File: src/rtl/exec_datapath.sv
// rtl/exec_datapath.sv - decode, ALU, next-PC and 256x8 data memory of the 8-bit CPU
// Optional shifter (sll/srl on opcodes 0110/0111) is built only when ALU_SHIFT_EN is defined.
module exec_datapath #(
    parameter int MEM_DEPTH = 256
) (
    input  logic       clk,
    input  logic       rst_n,
    input  logic       step,
    input  logic [7:0] instr,
    input  logic [7:0] pc,
    input  logic [7:0] rd_data0,
    input  logic [7:0] rd_data1,
    input  logic [7:0] off_data,
    output logic [1:0] reg_addr_0,
    output logic [1:0] reg_addr_1,
    output logic [1:0] reg_addr_w,
    output logic       reg_w_en,
    output logic [7:0] wb_data,
    output logic [7:0] next_pc,
    output logic       jump,
    output logic       mem_w_en,
    output logic       mem_r_en,
    output logic       overflow,
    output logic       ovf_sticky
);

    localparam logic [3:0] OP_NOP = 4'b0000;
    localparam logic [3:0] OP_ADD = 4'b0001;
    localparam logic [3:0] OP_SUB = 4'b0010;
    localparam logic [3:0] OP_AND = 4'b0011;
    localparam logic [3:0] OP_OR  = 4'b0100;
    localparam logic [3:0] OP_XOR = 4'b0101;
`ifdef ALU_SHIFT_EN
    localparam logic [3:0] OP_SLL = 4'b0110;
    localparam logic [3:0] OP_SRL = 4'b0111;
`endif
    localparam logic [3:0] OP_SLT = 4'b1000;
    localparam logic [3:0] OP_JAL = 4'b1001;
    localparam logic [3:0] OP_LW  = 4'b1010;
    localparam logic [3:0] OP_SW  = 4'b1011;
    localparam logic [3:0] OP_BEQ = 4'b1100;
    localparam logic [3:0] OP_BNE = 4'b1101;
    localparam logic [3:0] OP_J   = 4'b1110;
    localparam logic [3:0] OP_JR  = 4'b1111;

    logic [3:0] opcode;
    logic [1:0] field_a;
    logic [1:0] field_b;
    logic [7:0] pc_inc;
    logic [7:0] imm_sext;
    logic [7:0] sum;
    logic [7:0] diff;
    logic       add_ovf;
    logic       sub_ovf;

    logic [7:0] mem_q [MEM_DEPTH];
    logic [7:0] mem_addr;
    logic [7:0] mem_wdata;
    logic [7:0] mem_rdata;

    logic       ovf_sticky_q;
    logic       ovf_sticky_d;

    assign opcode   = instr[7:4];
    assign field_a  = instr[3:2];
    assign field_b  = instr[1:0];
    assign pc_inc   = pc + 8'd1;
    assign imm_sext = {{4{instr[3]}}, instr[3:0]};

    assign sum     = rd_data0 + rd_data1;
    assign diff    = rd_data0 - rd_data1;
    assign add_ovf = (rd_data0[7] == rd_data1[7]) && (sum[7] != rd_data0[7]);
    assign sub_ovf = (rd_data0[7] != rd_data1[7]) && (diff[7] != rd_data0[7]);

    // jal pushes the return address at the stack pointer (rd0); lw/sw address through rd1
    assign mem_addr  = (opcode == OP_JAL) ? rd_data0 : rd_data1;
    assign mem_wdata = (opcode == OP_JAL) ? pc_inc : rd_data0;
    assign mem_rdata = mem_q[mem_addr];

    always_comb begin
        reg_addr_0 = field_a;
        reg_addr_1 = field_b;
        reg_addr_w = field_a;
        reg_w_en   = 1'b0;
        wb_data    = 8'h00;
        next_pc    = pc_inc;
        jump       = 1'b0;
        mem_w_en   = 1'b0;
        mem_r_en   = 1'b0;
        overflow   = 1'b0;
        case (opcode)
            OP_ADD: begin
                reg_w_en = 1'b1;
                wb_data  = sum;
                overflow = add_ovf;
            end
            OP_SUB: begin
                reg_w_en = 1'b1;
                wb_data  = diff;
                overflow = sub_ovf;
            end
            OP_AND: begin
                reg_w_en = 1'b1;
                wb_data  = rd_data0 & rd_data1;
            end
            OP_OR: begin
                reg_w_en = 1'b1;
                wb_data  = rd_data0 | rd_data1;
            end
            OP_XOR: begin
                reg_w_en = 1'b1;
                wb_data  = rd_data0 ^ rd_data1;
            end
`ifdef ALU_SHIFT_EN
            OP_SLL: begin
                reg_w_en = 1'b1;
                wb_data  = rd_data0 << rd_data1[2:0];
            end
            OP_SRL: begin
                reg_w_en = 1'b1;
                wb_data  = rd_data0 >> rd_data1[2:0];
            end
`endif
            OP_SLT: begin
                reg_w_en = 1'b1;
                wb_data  = {7'd0, ($signed(rd_data0) < $signed(rd_data1))};
            end
            OP_JAL: begin
                reg_addr_0 = 2'd3;
                reg_addr_w = 2'd3;
                reg_w_en   = 1'b1;
                wb_data    = rd_data0 - 8'd1;
                mem_w_en   = 1'b1;
                jump       = 1'b1;
                next_pc    = pc_inc + imm_sext;
            end
            OP_LW: begin
                reg_w_en = 1'b1;
                mem_r_en = 1'b1;
                wb_data  = mem_rdata;
            end
            OP_SW: begin
                mem_w_en = 1'b1;
            end
            OP_BEQ: begin
                jump = (rd_data0 == rd_data1);
                if (jump) next_pc = pc_inc + off_data;
            end
            OP_BNE: begin
                jump = (rd_data0 != rd_data1);
                if (jump) next_pc = pc_inc + off_data;
            end
            OP_J: begin
                jump    = 1'b1;
                next_pc = pc_inc + imm_sext;
            end
            OP_JR: begin
                jump    = 1'b1;
                next_pc = rd_data0;
            end
            default: begin
            end
        endcase
    end

    // Reset clears every word so a program always starts from a known memory image
    always_ff @(posedge clk or negedge rst_n) begin
        if (!rst_n) begin
            for (int i = 0; i < MEM_DEPTH; i++) begin
                mem_q[i] <= 8'h00;
            end
        end else if (step && mem_w_en) begin
            mem_q[mem_addr] <= mem_wdata;
        end
    end

    assign ovf_sticky_d = ovf_sticky_q | (step & overflow);

    always_ff @(posedge clk or negedge rst_n) begin
        if (!rst_n) begin
            ovf_sticky_q <= 1'b0;
        end else begin
            ovf_sticky_q <= ovf_sticky_d;
        end
    end

    assign ovf_sticky = ovf_sticky_q;

endmodule

File: config.mk
export PLATFORM = sky130hd
export DESIGN_NAME = exec_datapath
export DESIGN_NICKNAME = d
export VERILOG_FILES = /design/src/rtl/exec_datapath.sv
export SDC_FILE = /design/constraint.sdc
export NUM_CORES = 2
export LEC_CHECK = 0
export ABC_AREA = 1
export CAP_MARGIN = 15
export CORE_ASPECT_RATIO = 0.9
export CORE_MARGIN = 1.5
export CORE_UTILIZATION = 40
export DETAILED_ROUTE_END_ITERATION = 12
export HOLD_SLACK_MARGIN = 0.08
export PLACE_DENSITY_LB_ADDON = 0.15
export RECOVER_POWER = 25
export SYNTH_ARGS = -nofsm -noshare
export SYNTH_HDL_FRONTEND = slang
export SYNTH_SLANG_ARGS = --single-unit
File: constraint.sdc
create_clock -name clk -period 2.81 [get_ports clk]
set_input_delay 0.281 -clock clk [delete_from_list [all_inputs] [get_ports clk]]
set_output_delay 0.281 -clock clk [all_outputs]
set_load 0.1 [all_outputs]
# Word level (Yosys, flattened, before mapping)
# Index checks and enable logic that the tools add are counted.
dict set report word_totals {
  elab_cells 317
  register_bits 2049
}
dict set report op_classes {
  n_mux 18
  n_eq_ne 19
  n_reduce_logical 8
  add_sub_neg 6
  magnitude_cmp 3
  bitwise_logic 6
}
# op n
set op_table {}
lappend op_table {{2048-bit bitwise mux} 1}
lappend op_table {{8-bit binary-select mux with 8-bit select} 1}
lappend op_table {{8-bit demux with 8-bit select} 1}
lappend op_table {{8-bit one-hot mux with 8 select lines} 1}
lappend op_table {{8-bit two-way mux} 7}
lappend op_table {{4-bit equality test (second input constant)} 8}
lappend op_table {{8-bit one-hot mux with 4 select lines} 1}
lappend op_table {{8-bit adder} 3}
lappend op_table {{9-bit >= comparator (second input constant)} 1}
lappend op_table {{9-bit by 1-bit < comparator with 1-bit output (second input constant)} 1}
lappend op_table {{8-bit NOT with 9-bit output} 1}
lappend op_table {{8-bit by 1-bit adder with 8-bit output (second input constant)} 1}
lappend op_table {{8-bit bitwise AND} 1}
lappend op_table {{4-bit by 2-bit equality test with 1-bit output (second input constant)} 2}
lappend op_table {{4-bit by 3-bit equality test with 1-bit output (second input constant)} 2}
lappend op_table {{8-bit equality test} 1}
lappend op_table {{8-bit < comparator} 1}
lappend op_table {{8-bit != test} 1}
lappend op_table {{8-bit OR} 1}
lappend op_table {{8-bit OR reduction} 1}
lappend op_table {{8-bit by 1-bit subtractor with 8-bit output (second input constant)} 1}
lappend op_table {{8-bit subtractor} 1}
lappend op_table {{8-bit bitwise XOR} 1}
lappend op_table {{4-bit by 1-bit equality test with 1-bit output (second input constant)} 1}
lappend op_table {{other kinds (11)} 19}

# Longest topological paths before layout
dict set report depth {
  word_depth 8
  ltp_mapped 21
  depth_no_buf 18
}

# Worst setup path after synthesis
# No wires, ideal clock.
dict set report synth_path {
  path_kind {in2out}
  startpoint {input rd_data0[4]}
  endpoint {output next_pc[1]}
  t_arrival_ns 4.177
  n_path_buf 0
  setup_slack_ns -1.648
  t_required_ns 2.529
  cell_stages 11
  cell_sequence {inv_1 > ha_1 > nor2_1 > inv_1 > nor3_1 > inv_1 > nor2_1 > nor3_1 > nor2_1 > nand2_1 > o221ai_1}
}
dict set report synth_via {
  elab_chain_cells 3
  word_cells_on_any_way 5
}
# element line_no
set synth_rtl {}
lappend synth_rtl {{start, declared} 11} ;# input logic [7:0] rd_data0,
lappend synth_rtl {{8-bit != test / 8-bit equality test (equally long branches)} {150, 146}}
lappend synth_rtl {{8-bit two-way mux (on tied branches)} {151, 147}}
lappend synth_rtl {{8-bit one-hot mux with 4 select lines *} 91} ;# case (opcode)
lappend synth_rtl {{end, declared} 19} ;# output logic [7:0] next_pc,
# Mark *: on every way between the ends. The rest lies on a longest branch, timed or not.

# Worst setup path after layout
dict set report layout_path {
  startpoint {input instr[6]}
  endpoint {output wb_data[1]}
}
dict set report layout_via {
  elab_chain_cells 7
  word_cells_on_any_way 14
}
# element line_no
set layout_rtl {}
lappend layout_rtl {{start, declared} 9} ;# input logic [7:0] instr,
lappend layout_rtl {{4-bit equality test} {76, 91}}
lappend layout_rtl {{8-bit two-way mux} 76} ;# assign mem_addr = (opcode == OP_JAL) ? rd_data0 : rd_data1;
lappend layout_rtl {{8-bit NOT with 9-bit output (not written as such)} 78} ;# assign mem_rdata = mem_q[mem_addr];
lappend layout_rtl {{8-bit binary-select mux with 8-bit select} 78}
lappend layout_rtl {{8-bit two-way mux (not written as such) (2 in series)} 78}
lappend layout_rtl {{8-bit one-hot mux with 8 select lines *} 91}
lappend layout_rtl {{end, declared} 18} ;# output logic [7:0] wb_data,
# Mark *: on every way between the ends. The rest lies on a longest branch, timed or not. The select of a mux whose other input is x is not followed.

==> impl_metrics.json <==
{
  "max_slew_margin_pct": -10.4,
  "p_int_mw": 52.0,
  "cpPeakStageDelay_ns": 0.26,
  "critical_path_class": "in -> out",
  "switching_share_pct": 27.8,
  "synth-seq-cells": 2049,
  "period_minus_slack_ns": 3.66,
  "p_comb_share_pct": 15.1,
  "final_common_cell": "nand2_1",
  "p_per_area_mw_per_mm2": 567,
  "synth_fp_nets": 13500,
  "power_frac_seq_pct": 41.6,
  "synth_area_leaders": "dfrtp_1 51%, nand2_1 19%, o21ai_0 13%",
  "crit_path_start_kind": "primary input",
  "crit_slowest_cell": "o21bai_4",
  "detail_route.first_pass.iterations": 8,
  "skew_ns": 0,
  "outcome": "finished with violations",
  "hold_end": "mem_q[934]$_DFFE_PN0P_",
  "r2r_cells": 2,
  "worst_pin_slew_ns": 1.66,
  "min_from": "rd_data0[6]",
  "initial_utilization_pct": 40.2,
  "cts_buffers": 230,
  "post-dp-hpwl_microns": 243000,
  "hold_violations": 0,
  "period_share_pct": 130,
  "rr_startpoint": "mem_q[1014]$_DFFE_PN0P_",
  "io_pins": 71,
  "leakagePower_nw": 60.3,
  "nets": 14200,
  "ys_warn_count": 0,
  "clk_latency_ns": 0.90,
  "postRouteAntennaNets": 0,
  "clk_pin_slew_worst_paths_ns": 0.07,
  "htree_levels": 4,
  "path_cells": "buf_6, nor2_4, buf_6, nand3_4, nand2_8, buf_12, nor2_4, buf_12, buf_12, buf_12, nand2_2, nand3_2, nand2_2, nand2_1, nor2_1, buf_4, nor2_1, nor2_2, nand2_2, nand2_4, nand2_4, o21bai_4, buf_12",
  "yosysTopAreaCellShare_pct": 51.1,
  "layout_common_cells": "5023 x nand2_1, 2506 x o21ai_0, 2049 x dfrtp_1",
  "worstPathArrival_ns": 3.38,
  "netlist_area_sq_mm": 0.100,
  "grt_max_degree": 121,
  "crit_required_ns": 2.53,
  "drv_slew": 227,
  "reg2reg_slack_ns": 2.10,
  "fp.dieW_microns": 531,
  "route.detailed.wl_per_inst_microns": 21.4,
  "power_switching_mw": 20.0,
  "viasPerCell": 5.27,
  "final-instance-count-excl-fill": 17600,
  "synth_top_area_cell": "dfrtp_1",
  "drt_iter0_markers": 9516,
  "crit_path_end_kind": "output pin",
  "clockRootBuffer": "clkbuf_16",
  "max-cap-violations": 2,
  "yosysSeqAreaShare_pct": 51.1,
  "power_frac_clock_pct": 43.3,
  "dp_cells": 17000,
  "vias": 92900,
  "setup_ws_ns": -0.854,
  "drc": 0,
  "grt_pass1_wl_microns": 574000,
  "antenna_found_initial": 10,
  "crit_buf_inv": 8,
  "drt_wl_total_microns": 376000,
  "numPortBuffers": 70,
  "max-vdd-ir-drop_v": 0.000598,
  "clockBufferDepth": 4,
  "cpMostUsedCell": "buf_12",
  "core_sq_mm": 0.250,
  "power_mw": 72.0,
  "avgSynthCellArea_sq_um": 7.49,
  "die-area_sq_mm": 0.254,
  "timing.hold.ws_ns": 0.195,
  "crit_family": "simple AND/OR/NAND/NOR gates",
  "fmax_mhz": 273,
  "grt_pass1_vias": 89700,
  "clock-sinks": 2049,
  "place_congestion": 0.923,
  "die_y_microns": 478,
  "layout-drive-gt1-share_pct": 15.5,
  "worstHoldPathType": "in -> reg",
  "syn2layout_area_growth_pct": 26.5,
  "min_path_cells": 5,
  "reg2reg_to": "mem_q[1014]$_DFFE_PN0P_",
  "gr-total-overflow": 0,
  "rsz0062_at_grt": "true",
  "finalSetupViolations": 8,
  "cts_tree": "yes",
  "path_max_fanout": 8,
  "violations": "max-capacitance violations, max-slew violations, negative setup slack",
  "rows": 174,
  "synth.distinct_cells": 48,
  "grt_use_total_pct": 29.6,
  "syn_inst": 13400
}
-- stage by stage --
stage	TNS, ns	worst slack [ns]	instance area (sq um)	util (%)
after floorplan	-2.00	-0.640	101000	-
after global placement	-1736.23	-1.91	115000	46.1
after detailed placement	-1739.84	-1.86	115000	46.1
after CTS	-6.14	-0.817	127000	50.7
after global routing	-7.14	-0.907	127000	50.9
final	-6.35	-0.854	127000	50.9
-- how the worst max path moves through the flow --
stage | slack (ns) | cells after the start | startpoint | end
4_1_cts | -0.82 | 25 | instr[4] | wb_data[7]
6_report | -0.85 | 23 | instr[6] | wb_data[1]
5_1_grt | -0.91 | 23 | instr[5] | wb_data[5]
3_3_place_gp | -1.91 | 25 | instr[7] | wb_data[2]
3_5_place_dp | -1.86 | 26 | instr[7] | wb_data[2]
2_1_floorplan | -0.64 | 11 | rd_data0[4] | next_pc[0]
-- metal layers --
layer  GRT usage, %  vias to the layer above  wire length [microns]
li1               -                    43800                      -
met1           43.6                    45100                 173000
met2           44.2                     3330                 161000
met3           4.44                      638                  27400
met4           9.90                        0                  14400
met5              0                        -                      0
-- cells in the mapped netlist (all sizes together) --
| cell | number |
|---|---|
| dfrtp | 2049 |
| and2 | 1 |
| o32ai | 1 |
| o211ai | 5 |
| nand3b | 161 |
| nor4 | 1 |
| o2111ai | 7 |
| fa | 4 |
| or2 | 19 |
| nand3 | 155 |
| o221ai | 3 |
| inv | 972 |
| a22oi | 2 |
| clkbuf | 618 |
| buf | 333 |
| o311ai | 1 |
| o21ai | 2840 |
| a211oi | 3 |
| nand4 | 8 |
| a32oi | 1 |
| o22ai | 6 |
| nor3 | 52 |
| xor2 | 14 |
| a2111oi | 2 |
| nand2 | 5218 |
| xnor2 | 1 |
| a221oi | 1 |
| a31oi | 1 |
| a21oi | 248 |
| nor2 | 631 |
| a21o | 1 |
| ha | 41 |
| o21bai | 7 |
| clkinv | 1 |
-- area by class of cell --
class,count,area (sq um)
diodes,4,10.0
clock buffers,340,6790
clock inverters,71,918
fillers,24000,123000
inverters,973,3690
multi-input cells,9435,43100
flip-flops and latches,2049,51300
well taps,3344,4180
repair buffers,1396,17000
-- repair_timing --
action	in CTS	in global routing
setup buffers	101	20
cloned	46	7
pin swaps	154	116
setup endpoints to repair	396	54
hold buffers	3	0
resized for setup	527	184
hold endpoints to repair	1386	0
-- power groups by stage --
stage          logic [mW]  clock network, mW  registers, mW
2_1_floorplan        4.49                  0           30.5
3_3_place_gp         9.56                  0           30.5
3_5_place_dp         9.57                  0           30.5
4_1_cts              10.6               31.7           30.0
5_1_grt              11.7               32.8           30.0
6_report             10.9               31.2           30.0
-- registers in the layout (all words and copies together), names as in the netlist --
signal,count
ovf_sticky,1
mem_q,2048
-- worst register-to-register path, stage by stage, from the launching register on --
cell,delay (ns)
dfrtp_1,0.40
nand2_1,0.08
o21ai_0,0.10
-- logic make-up (layout without fill, tap and decap cells) --
| logic type | after synthesis | count (layout) | synth area share, % |
|---|---|---|---|
| simple gates | 6246 | 6246 | 24.7 |
| compound gates | 3129 | 3129 | 15.7 |
| flops | 2049 | 2049 | 51.1 |
| buf+inv | 1924 | 2780 | 7.71 |
| fa+ha+maj | 45 | 45 | 0.591 |
| xor+xnor | 15 | 15 | 0.131 |
| other cells | 0 | 4 | 0 |
Power figures use the tool's default switching activity.
